==> src/rtl/trap_sequencer.sv <==
// Trap-entry / trap-return sequencer: captures a trap or mret, streams the
// machine-mode CSR updates through the secondary CSR port, then redirects the PC.
module trap_sequencer #(
  parameter logic [31:0] RESET_PC          = 32'h0000_0000,
  parameter int          CSR_ADDRESS_WIDTH = 12
) (
  input  logic                         clk,
  input  logic                         rst_n,
  input  logic                         exc_valid_i,
  input  logic [30:0]                  exc_cause_i,
  input  logic [31:0]                  exc_pc_i,
  input  logic [31:0]                  exc_tval_i,
  input  logic                         mret_i,
  input  logic [31:0]                  int_pc_i,
  input  logic                         timer_irq_i,
  input  logic                         ext_irq_i,
  input  logic                         ex_csr_we_i,
  input  logic [31:0]                  csr_mtvec_i,
  input  logic [31:0]                  csr_mepc_i,
  input  logic [31:0]                  csr_mstatus_i,
  input  logic                         global_interrupt_enable_i,
  output logic                         csr_we_clint,
  output logic [CSR_ADDRESS_WIDTH-1:0] csr_waddr_clint,
  output logic [31:0]                  csr_wdata_clint,
  output logic                         hold_o,
  output logic                         flush_o,
  output logic                         jump_o,
  output logic [31:0]                  jump_addr_o,
  output logic                         busy_o,
  output logic [2:0]                   state_dbg
);

  typedef enum logic [2:0] {
    IDLE, W_MEPC, W_MCAUSE, W_MTVAL, W_MSTATUS, R_MSTATUS, JUMP
  } state_t;

  localparam logic [CSR_ADDRESS_WIDTH-1:0] ADDR_MSTATUS = CSR_ADDRESS_WIDTH'(12'h300);
  localparam logic [CSR_ADDRESS_WIDTH-1:0] ADDR_MEPC    = CSR_ADDRESS_WIDTH'(12'h341);
  localparam logic [CSR_ADDRESS_WIDTH-1:0] ADDR_MCAUSE  = CSR_ADDRESS_WIDTH'(12'h342);
  localparam logic [CSR_ADDRESS_WIDTH-1:0] ADDR_MTVAL   = CSR_ADDRESS_WIDTH'(12'h343);

  state_t      state, state_nxt;
  logic [31:0] mepc_q, mcause_q, mtval_q, jump_addr_q;
  logic        mret_q;

  logic take_exc, take_ext, take_tmr, take_mret, take_trap, accept;
  logic [31:0] base, jump_target, mstatus_trap, mstatus_mret;

  // Fixed priority: exception, external, timer, mret.
  assign take_exc  = exc_valid_i;
  assign take_ext  = !take_exc && global_interrupt_enable_i && ext_irq_i;
  assign take_tmr  = !take_exc && global_interrupt_enable_i && !ext_irq_i && timer_irq_i;
  assign take_trap = take_exc || take_ext || take_tmr;
  assign take_mret = !take_trap && mret_i;
  assign accept    = (state == IDLE) && (take_trap || take_mret);

  assign base = {csr_mtvec_i[31:2], 2'b00};
  // Vectored mode only applies to interrupts; mcause[31] marks an interrupt.
  assign jump_target = mret_q ? csr_mepc_i :
                       (mcause_q[31] && csr_mtvec_i[1:0] == 2'b01) ?
                       base + {mcause_q[29:0], 2'b00} : base;

  assign mstatus_trap = {csr_mstatus_i[31:13], 2'b11, csr_mstatus_i[10:8],
                         csr_mstatus_i[3], csr_mstatus_i[6:4], 1'b0, csr_mstatus_i[2:0]};
  assign mstatus_mret = {csr_mstatus_i[31:13], 2'b11, csr_mstatus_i[10:8],
                         1'b1, csr_mstatus_i[6:4], csr_mstatus_i[7], csr_mstatus_i[2:0]};

  always_ff @(posedge clk or negedge rst_n) begin
    if (!rst_n) state <= IDLE;
    else        state <= state_nxt;
  end

  always_ff @(posedge clk or negedge rst_n) begin
    if (!rst_n) begin
      mepc_q      <= '0;
      mcause_q    <= '0;
      mtval_q     <= '0;
      mret_q      <= 1'b0;
      jump_addr_q <= RESET_PC;
    end else begin
      if (accept) begin
        mret_q <= take_mret;
        if (take_exc) begin
          mcause_q <= {1'b0, exc_cause_i};
          mepc_q   <= exc_pc_i;
          mtval_q  <= exc_tval_i;
        end else if (take_ext || take_tmr) begin
          mcause_q <= take_ext ? 32'h8000_000B : 32'h8000_0007;
          mepc_q   <= int_pc_i;
          mtval_q  <= '0;
        end
      end
      if (state == JUMP) jump_addr_q <= jump_target;
    end
  end

  // A write state only advances once the CSR port was actually ours.
  always_comb begin
    state_nxt = state;
    case (state)
      IDLE:      if (take_trap) state_nxt = W_MEPC;
                 else if (take_mret) state_nxt = R_MSTATUS;
      W_MEPC:    if (!ex_csr_we_i) state_nxt = W_MCAUSE;
      W_MCAUSE:  if (!ex_csr_we_i) state_nxt = W_MTVAL;
      W_MTVAL:   if (!ex_csr_we_i) state_nxt = W_MSTATUS;
      W_MSTATUS: if (!ex_csr_we_i) state_nxt = JUMP;
      R_MSTATUS: if (!ex_csr_we_i) state_nxt = JUMP;
      JUMP:      state_nxt = IDLE;
      default:   state_nxt = IDLE;
    endcase
  end

  always_comb begin
    csr_we_clint    = 1'b0;
    csr_waddr_clint = '0;
    csr_wdata_clint = '0;
    hold_o          = 1'b1;
    flush_o         = 1'b0;
    jump_o          = 1'b0;
    jump_addr_o     = jump_addr_q;
    busy_o          = (state != IDLE);
    case (state)
      IDLE:      hold_o = accept;
      W_MEPC:    begin csr_waddr_clint = ADDR_MEPC;    csr_wdata_clint = mepc_q;       end
      W_MCAUSE:  begin csr_waddr_clint = ADDR_MCAUSE;  csr_wdata_clint = mcause_q;     end
      W_MTVAL:   begin csr_waddr_clint = ADDR_MTVAL;   csr_wdata_clint = mtval_q;      end
      W_MSTATUS: begin csr_waddr_clint = ADDR_MSTATUS; csr_wdata_clint = mstatus_trap; end
      R_MSTATUS: begin csr_waddr_clint = ADDR_MSTATUS; csr_wdata_clint = mstatus_mret; end
      JUMP: begin
        flush_o     = 1'b1;
        jump_o      = 1'b1;
        jump_addr_o = jump_target;
      end
      default: hold_o = 1'b0;
    endcase
    if (state != IDLE && state != JUMP) csr_we_clint = !ex_csr_we_i;
  end

  assign state_dbg = state;

endmodule

==> config.mk <==
export PLATFORM = sky130hd
export DESIGN_NAME = trap_sequencer
export DESIGN_NICKNAME = d
export VERILOG_FILES = /design/src/rtl/trap_sequencer.sv
export SDC_FILE = /design/constraint.sdc
export NUM_CORES = 1
export LEC_CHECK = 0
export CELL_PAD_IN_SITES_DETAIL_PLACEMENT = 0
export CELL_PAD_IN_SITES_GLOBAL_PLACEMENT = 1
export CORE_AREA = 2 2 160 162
export DETAILED_ROUTE_END_ITERATION = 8
export DIE_AREA = 0 0 162 164
export MAX_ROUTING_LAYER = met4
export PLACE_DENSITY_LB_ADDON = 0.1
export SYNTH_ARGS = -nofsm -noshare
export SYNTH_HDL_FRONTEND = slang
export SYNTH_SLANG_ARGS = --single-unit
export TNS_END_PERCENT = 50
==> constraint.sdc <==
create_clock -name clk -period 8.16 [get_ports clk]
set_input_delay 1.224 -clock clk [delete_from_list [all_inputs] [get_ports clk]]
set_output_delay 1.224 -clock clk [all_outputs]
set_load 0.05 [all_outputs]
* Word level (Yosys, flattened, before mapping)
Cells that the tools add are included.
** Storage, ports and cells
- Register bits after elaboration :: 132
- Input bits :: 231
- Output and inout port bits :: 84
- Word-level logic and storage cells :: 65
** Operators by class
- $add $sub $neg :: 1
- Equal/unequal tests :: 13
- Mux-type cells :: 22
- Reduce and logical (&&, ||, !) cells :: 23
** Operators with widths (count)
- two-way mux 32 bit :: 9
- one-hot mux 32 bit (5 select lines) :: 1
- one-hot mux 10 bit (4 select lines) :: 1
- adder 32 bit :: 1
- two-way mux 3 bit :: 6
- one-hot mux 3 bit (5 select lines) :: 1
- equality test 3 bit, second input constant :: 3
- logical AND 1 bit :: 8
- != test 2 bit, second input constant :: 4
- equality test 3 x 2 -> 1 bit, second input constant :: 2
- != test 3 bit, second input constant :: 2
- OR reduction 6 bit :: 1
- AND reduction 5 bit :: 1
- logical NOT 1 bit :: 4
- logical OR 1 bit :: 4
- two-way mux 4 bit :: 1
- equality test 3 x 1 -> 1 bit, second input constant :: 1
- logical NOT 3 bit :: 1
- nonzero test 3 bit :: 1
- equality test 2 x 1 -> 1 bit, second input constant :: 1
- two-way mux 1 bit :: 2
- one-hot mux 1 bit (2 select lines) :: 1
- AND reduction 2 bit :: 1
- nonzero test 2 bit :: 1
- OR reduction 2 bit :: 1

* Longest topological paths before layout
Gate-level depths: netlist of run 1.
- Depth after elaboration :: 10
- Mapped depth :: 12
- Depth with buffers taken out :: 12

* Worst setup path after synthesis of run 1
OpenSTA, ideal clock, no wires.
- Kind :: input -> output
- Start :: input port csr_mtvec_i[2]
- End :: output port jump_addr_o[24]
- Arrival time :: 4.531 ns
- Data required time :: 6.936 ns
- Setup slack :: 2.405 ns
- Stages :: 12
- Cell sequence :: ha_1 fa_1 a211oi_1 o211ai_1 a21boi_2 o211ai_2 nand4_1 or3b_1 xnor2_1 nor2_1 a211oi_1 o21ai_0
** On the way
- Word-level cells in the longest chain between the ends :: 4
** RTL lines
- start, declared :: line 18 : input logic [31:0] csr_mtvec_i,
- adder 32 bit :: line 61 : base + {mcause_q[29:0], 2'b00} : base;
- two-way mux 32 bit :: line 60 : (mcause_q[31] && csr_mtvec_i[1:0] == 2'b01) ?
- two-way mux 32 bit :: line 59 : assign jump_target = mret_q ? csr_mepc_i :
- two-way mux 32 bit
- end, declared :: line 28 : output logic [31:0] jump_addr_o,
Every way passes these cells.

* Worst setup path in the final report of run 1
- Start :: input port csr_mtvec_i[2]
- End :: output port jump_addr_o[28]
The elaborated chain is that of the path after synthesis.

==> reports/qor.txt, run 1 <==
status = finished clean
CP Class = input pin to output pin
CP Capture Type = output pin
CTS max path bufs = 2
Hold Crit Depth = 2
CTS H-Tree Depth = 4
largest net degree at the start of global routing = 110
# hold bufs at CTS = 0
initial antenna violation count = 3
synth warn = 0
ys flop type = dfrtp_1
Post-Place Worst Slack = 1.49 ns
port buffer count = 305
worst skew pair latency = 0.43 ns
Core Area = 24800 um2
Yosys cell types = 56
Post-CTS Resized = 0
cells on worst reg2reg path = 7
FP Rows = 58
fin crit share = 81.0%
Worst setup SP type = input pin
DRT antenna net count = 0
Tmin final = 6.61 ns
Post-synth EDFFs = 0
root buf cell = clkbuf_16
Worst slew margin = 30.8%
DRC = 0
first-pass GRT wire length = 44200 um
Post-CTS Setup Bufs = 0
nets = 1581
die area = 26600 um2
PwrDens = 405 nW/um2
DP HPWL = 20900 um
layout cells sized above 1 = 4.50%
clk sink count = 132
Fin. Hold Viols = 0
I/O Pins = 315
CTS clk-pin slew, worst paths = 0.07 ns
Slew Viols, Final = 0
die width = 162 um
ys async rst share = 100%
Num CTS Buffers = 17
Hold Crit Class = flop to flop
Die Y = 164 um
RSZ-0062 raised after global routing = no
Max-cap violations = 0
CP Data Arrival Time = 5.38 ns
synthesized cell area = 8370 um2
vias in the first global route = 7970
WL/cell = 17.0 um
Post-DP Area = 11600 um2
First-pass DRT Iterations = 5
GRT Total Usage = 22.0%
Setup Viol. Count Final = 0
Worst-Margin Slew = 1.04 ns
Initial Util = 33.7%
Peak VDD IR = 200 uV
Area Overhead vs Synth = 45.8%
Clock Skew = 0.0132 ns
Mean Syn Cell Area = 7.90 um2
Seq/Total Area, Yosys = 39.4%
Congestion Overflow GR = 0
LEAKAGE = 5.42 nW
Yosys reg bits = 132
Fmax = 0.151 GHz
worst-path fanout max = 4
cell count after synthesis = 1060
via count = 8161
CTS tree = yes
Final Worst Setup Slack = 1.55 ns
setup tns final = 0 ns
WP data required = 6.94 ns
Detailed Route Iter0 Violations = 424
via-per-instance ratio = 4.90
post-route cell area = 12200 um2
final WL = 28400 um
Placer Congestion = 0.840
cells in the mapped netlist (6+ instances only):
library cell / number / area share, %
nor2_1: 60 / 2.7
o21ai_0: 126 / 7.5
inv_1: 11 / 0.49
buf_4: 9 / 0.81
nor3_1: 12 / 0.72
clkbuf_1: 60 / 2.7
a21oi_1: 91 / 5.4
buf_1: 11 / 0.49
mux2i_1: 63 / 7.5
nor2b_1: 8 / 0.60
a21o_1: 9 / 0.81
nand2_1: 262 / 12
xnor2_1: 13 / 1.4
a31oi_1: 6 / 0.45
and3_1: 10 / 0.75
nand3_1: 69 / 4.1
dfrtp_1: 132 / 39
xor2_1: 12 / 1.3
a211oi_1: 11 / 0.99
ha_1: 29 / 4.3
cell usage in the layout, fill, tap and decap left out, drive strengths merged, types with 2 or more instances in the layout:
| cell | synthesis | routed |
|---|---|---|
| mux2i | 63 | 63 |
| and3 | 10 | 10 |
| o21bai | 4 | 4 |
| nand2 | 262 | 262 |
| nand2b | 2 | 2 |
| diode | 0 | 3 |
| clkbuf | 60 | 18 |
| a21oi | 93 | 93 |
| dfrtp | 132 | 132 |
| o31ai | 6 | 6 |
| or3 | 5 | 5 |
| nand4 | 4 | 4 |
| a21boi | 3 | 3 |
| xnor2 | 13 | 13 |
| o211ai | 3 | 3 |
| conb | 1 | 7 |
| clkinvlp | 0 | 3 |
| a2111oi | 3 | 3 |
| a21o | 9 | 9 |
| a221oi | 3 | 3 |
| buf | 21 | 13 |
| a31oi | 6 | 6 |
| clkinv | 1 | 4 |
| nor2b | 8 | 8 |
| nand3 | 69 | 69 |
| ha | 29 | 29 |
| xor2 | 12 | 12 |
| clkdlybuf4s50 | 0 | 303 |
| a211oi | 12 | 12 |
| nor3 | 12 | 12 |
| o21ai | 127 | 127 |
| inv | 11 | 18 |
| nor2 | 60 | 60 |
kinds of logic after synthesis:
| logic type | count (synthesis) | share of synthesized area (%) |
|---|---|---|
| buffers and inverters | 93 | 4.66 |
| adder cells (fa/ha/maj) | 30 | 4.57 |
| AND/OR/NAND/NOR | 438 | 22.0 |
| AO/OA/AOI/OAI | 277 | 19.0 |
| multiplexers | 64 | 7.66 |
| other | 1 | 0.0448 |
| flip-flops | 132 | 39.4 |
| XOR/XNOR | 25 | 2.61 |
critical path, stage by stage:
cell and delay (ns):
clkdlybuf4s50_1 0.43, ha_1 0.23, fa_1 0.42, a211oi_1 0.32, o211ai_1 0.20, a21boi_2 0.29
o211ai_2 0.12, nand4_1 0.18, or3b_1 0.42, a221oi_2 0.28, xnor2_1 0.15, nand2_1 0.07
a31oi_1 0.21, clkdlybuf4s50_1 0.84
state kept, by name, summed over array words and instances (netlist names):
register     flops
mtval_q         32
mret_q           1
mepc_q          32
jump_addr_q     32
mcause_q        32
state_dbg        3
final timing paths:
path                                start         endpoint  slack, ns
max                        csr_mtvec_i[2]  jump_addr_o[28]       1.55
min                            mtval_q[8]       mtval_q[8]       0.47
max reg2reg                  state_dbg[1]       mepc_q[18]       4.76
min reg2reg                    mtval_q[8]       mtval_q[8]       0.47
max in group asynchronous           rst_n     state_dbg[1]       5.97
min in group asynchronous           rst_n   jump_addr_q[7]       0.79
layer usage:
layer	track usage, %	vias to the layer above	wire, um
met2	32.9	223	12400
met4	5.35	0	375
met3	5.08	25	1790
met5	-	-	0
met1	30.3	3720	13900
li1	-	4193	-
power by group:
part	switching, mW	internal (mW)	total, mW
Sequential	0.180	0.953	1.13
Clock	0.323	0.436	0.759
Combinational	2.01	1.04	3.05
area by class of cell:
cell class | instances | area [um2]
diodes | 3 | 7.51
repair buffers | 316 | 3130
fillers | 2557 | 12600
clock inverters | 14 | 143
inverters | 12 | 45.0
flip-flops and latches | 132 | 3300
clock buffers | 18 | 439
multi-input cells | 841 | 4730
well taps | 330 | 413
through the flow:
step | utilization, % | hold slack [ns] | instances | total power [mW]
after global placement | 46.8 | 0.447 | 1631 | 4.19
after detailed placement | 46.8 | 0.456 | 1631 | 4.21
after CTS | 49.2 | 0.471 | 1663 | 4.99
final | 49.2 | 0.466 | 1666 | 4.94
after floorplan | - | 0.438 | 1066 | 3.22
after global routing | 49.2 | 0.487 | 1666 | 5.31
(Power assumes the default switching activity.)
==> inputs of run 2 (changes only) <==
--- a/config.mk
+++ b/config.mk
@@ -7,9 +7,9 @@
 export LEC_CHECK = 0
 export CELL_PAD_IN_SITES_DETAIL_PLACEMENT = 0
 export CELL_PAD_IN_SITES_GLOBAL_PLACEMENT = 1
-export CORE_AREA = 2 2 160 162
+export CORE_AREA = 2 2 173 175
 export DETAILED_ROUTE_END_ITERATION = 8
-export DIE_AREA = 0 0 162 164
+export DIE_AREA = 0 0 175 177
 export MAX_ROUTING_LAYER = met4
 export PLACE_DENSITY_LB_ADDON = 0.1
 export SYNTH_ARGS = -nofsm -noshare
==> constraint.sdc (replaced) <==
create_clock -name clk -period 5.5 [get_ports clk]
set_input_delay 0.825 -clock clk [delete_from_list [all_inputs] [get_ports clk]]
set_output_delay 0.825 -clock clk [all_outputs]
set_load 0.05 [all_outputs]
==> run 2 against run 1 <==
First-iteration DRC count decreased by 24%. Die area increased by 17%. Clock power rose by 55%. Highest routed layer unchanged.
==> reports/qor.txt, run 2 (synthesis gave the netlist of run 1 again) <==
WP data required = 4.68 ns (-2.26 ns)
Peak VDD IR = 281 uV (+41%)
Post-DP Area = 11800 um2 (+1.5%)
CP Class = input pin to output pin
multi-input logic area = 4730 um2 (+0.19%)
vias in the first global route = 8232 (+3.3%)
CP Capture Type = output pin
nets = 1586 (+0.32%)
largest net degree at the start of global routing = 101 (-8.2%)
Worst setup SP type = input pin
die area = 31000 um2 (+17%)
Pint = 3.73 mW (+54%)
DP HPWL = 22500 um (+7.8%)
Pwr Total = 7.53 mW (+52%)
Post-CTS Setup Bufs = 0 (unchanged)
Placer Congestion = 0.817 (-2.8%)
Psw = 3.79 mW (+51%)
First-pass DRT Iterations = 6 (+1)
worst-path fanout max = 3 (-1)
DRC = 0 (unchanged)
LEAKAGE = 5.52 nW (+1.8%)
CTS clk-pin slew, worst paths = 0.06 ns (about the same)
RSZ-0062 raised after global routing = no
Setup Viol. Count Final = 0 (unchanged)
die width = 175 um (+8.0%)
CP Buf/Inv Count = 2 (unchanged)
Die Y = 177 um (+7.9%)
Initial Util = 28.6% (-5.1 points)
setup tns final = 0 ns (unchanged)
Tmin final = 5.18 ns
Worst slew margin = 32.9% (+2.0 points)
clk sink count = 132 (unchanged)
WL/cell = 17.4 um (+2.3%)
layout cells sized above 1 = 6.65% (+2.2 points)
port buffer count = 305 (unchanged)
first-pass GRT wire length = 47500 um (+7.5%)
kind of cell adding the most delay to the critical path = compound AO/OA/AOI/OAI gates
DRT antenna net count = 0 (unchanged)
Fillers = 3000 (+17%)
Max-cap violations = 0 (unchanged)
initial antenna violation count = 1 (-2)
fin crit share = 94.1%
part of the power in combinational logic = 60.9% (-0.8 points)
I/O Pins = 315 (unchanged)
CTS H-Tree Depth = 4 (unchanged)
PwrDens = 606 nW/um2 (+50%)
Detailed Route Iter0 Violations = 323 (-24%)
via-per-instance ratio = 4.72 (-3.7%)
Area Overhead vs Synth = 48.2%
critical path depth = 14 (unchanged)
sw frac = 50.4% (-0.45 points)
Worst-Margin Slew = 1.01 ns (-0.0306 ns)
status = finished clean
Slowest-stage cell, CP = fa_1
Fin. Hold Viols = 0 (unchanged)
Finished Layout Cells = 1729 (+3.8%)
CP Data Arrival Time = 4.35 ns (-1.03 ns)
Num CTS Buffers = 17 (unchanged)
commonest non-fill, non-tap cells in the layout = clkdlybuf4s50_1, nand2_1, dfrtp_1
post-route cell area = 12400 um2 (+1.7%)
CTS max path bufs = 2 (unchanged)
Clock Skew = 0.0150 ns (+0.00174 ns)
delay of the slowest critical-path stage = 0.44 ns (-0.40 ns)
via count = 8160 (-0.012%)
root buf cell = clkbuf_16
Hold Crit Class = flop to flop
Placed Instances = 1696 (+4.0%)
sequential power share = 23.5% (+0.5 points)
FP Rows = 63 (+8.6%)
crit-path cells = clkdlybuf4s50_1 -> ha_1 -> fa_1 -> a211oi_1 -> o211ai_1 -> a21boi_2 -> o211ai_2 -> nand4_1 -> or3b_1 -> a221oi_2 -> xnor2_1 -> nand2_1 -> a31oi_2 -> buf_12
cells on worst reg2reg path = 12 (+5)
FF/Latch Area = 3310 um2 (about the same)
Core Area = 29200 um2 (+18%)
Hold Crit Depth = 2 (unchanged)
CTS tree = yes
final WL = 30100 um (+6.1%)
GRT Total Usage = 20.3% (-1.7 points)
Fmax = 0.193 GHz
most common cell after layout, fill and taps aside = clkdlybuf4s50_1
Congestion Overflow GR = 0 (unchanged)
clock share of power = 15.7% (+0.3 points)
worst skew pair latency = 0.43 ns (about the same)
Slew Viols, Final = 0 (unchanged)
run 2: changes by cell type in the layout (fill, tap and decap cells not counted), moves of 2 or more:
cell             previous run  this run
inv_6                       6         4
buf_12                      0         9
buf_4                      12        29
diode_2                     3         1
clkdlybuf4s50_1           303       282
run 2: worst reg2reg max path, cell delays in order (launching register included):
cell,delay (ns)
dfrtp_1,0.43
ha_1,0.24
fa_1,0.44
a211oi_1,0.32
o211ai_1,0.20
a21boi_2,0.23
o211ai_2,0.11
nand4_1,0.18
or3b_1,0.43
a221oi_2,0.28
xnor2_1,0.15
nand2_1,0.08
a31oi_2,0.25
run 2: power groups by stage:
stage	combinational (mW)	sequential, mW	clock [mW]
final	4.58	1.77	1.18
after global routing	5.00	1.83	1.26
after CTS	4.63	1.77	1.22
after detailed placement	4.62	1.79	0
after global placement	4.61	1.78	0
after floorplan	3.14	1.64	0
run 2: repair_timing:
| action | CTS | global route |
|---|---|---|
| resized for setup | 0 | 1 |
| hold buffers | 0 | 0 |
| endpoints found under the setup margin | 0 | 1 |
run 2: final timing paths:
| check | startpoint | endpoint | slack, ns |
|---|---|---|---|
| min in group asynchronous | rst_n | jump_addr_q[7] | 0.51 |
| worst max register to register | mcause_q[0] | jump_addr_q[28] | 2.06 |
| worst max-delay path | csr_mtvec_i[2] | jump_addr_o[28] | 0.32 |
| worst min-delay path | mtval_q[13] | mtval_q[13] | 0.47 |
| max in group asynchronous | rst_n | mcause_q[15] | 3.86 |
| worst min register to register | mtval_q[13] | mtval_q[13] | 0.47 |
run 2: cell type report:
cell class | instances | share of cell area (%)
Tap cell | 390 | 3.93
Multi-Input combinational cell | 841 | 38.1
Clock buffer | 18 | 3.54
Timing Repair Buffer | 321 | 26.0
Antenna cell | 1 | 0.0202
Inverter | 12 | 0.363
Clock inverter | 14 | 1.35
Sequential cell | 132 | 26.6
run 2: through the flow:
stage               utilization, %  hold WS (ns)  setup WS, ns
finish                        42.5         0.467         0.325
CTS                           42.4         0.470         0.219
global route                  42.5         0.489        0.0710
global placement              40.3         0.447         0.245
floorplan                        -         0.438         0.543
detailed placement            40.3         0.455         0.222
run 2: routing by layer:
layer  global-route usage (%)  vias to the layer above  wire, um  part of all wire [%]
li1                         -                     4219         -                     -
met1                     28.2                     3707     15100                    50
met2                     30.1                      220     13100                    44
met3                     4.90                       14      1630                   5.4
met4                     4.17                        0       245                  0.81
met5                        -                        -         0                     0
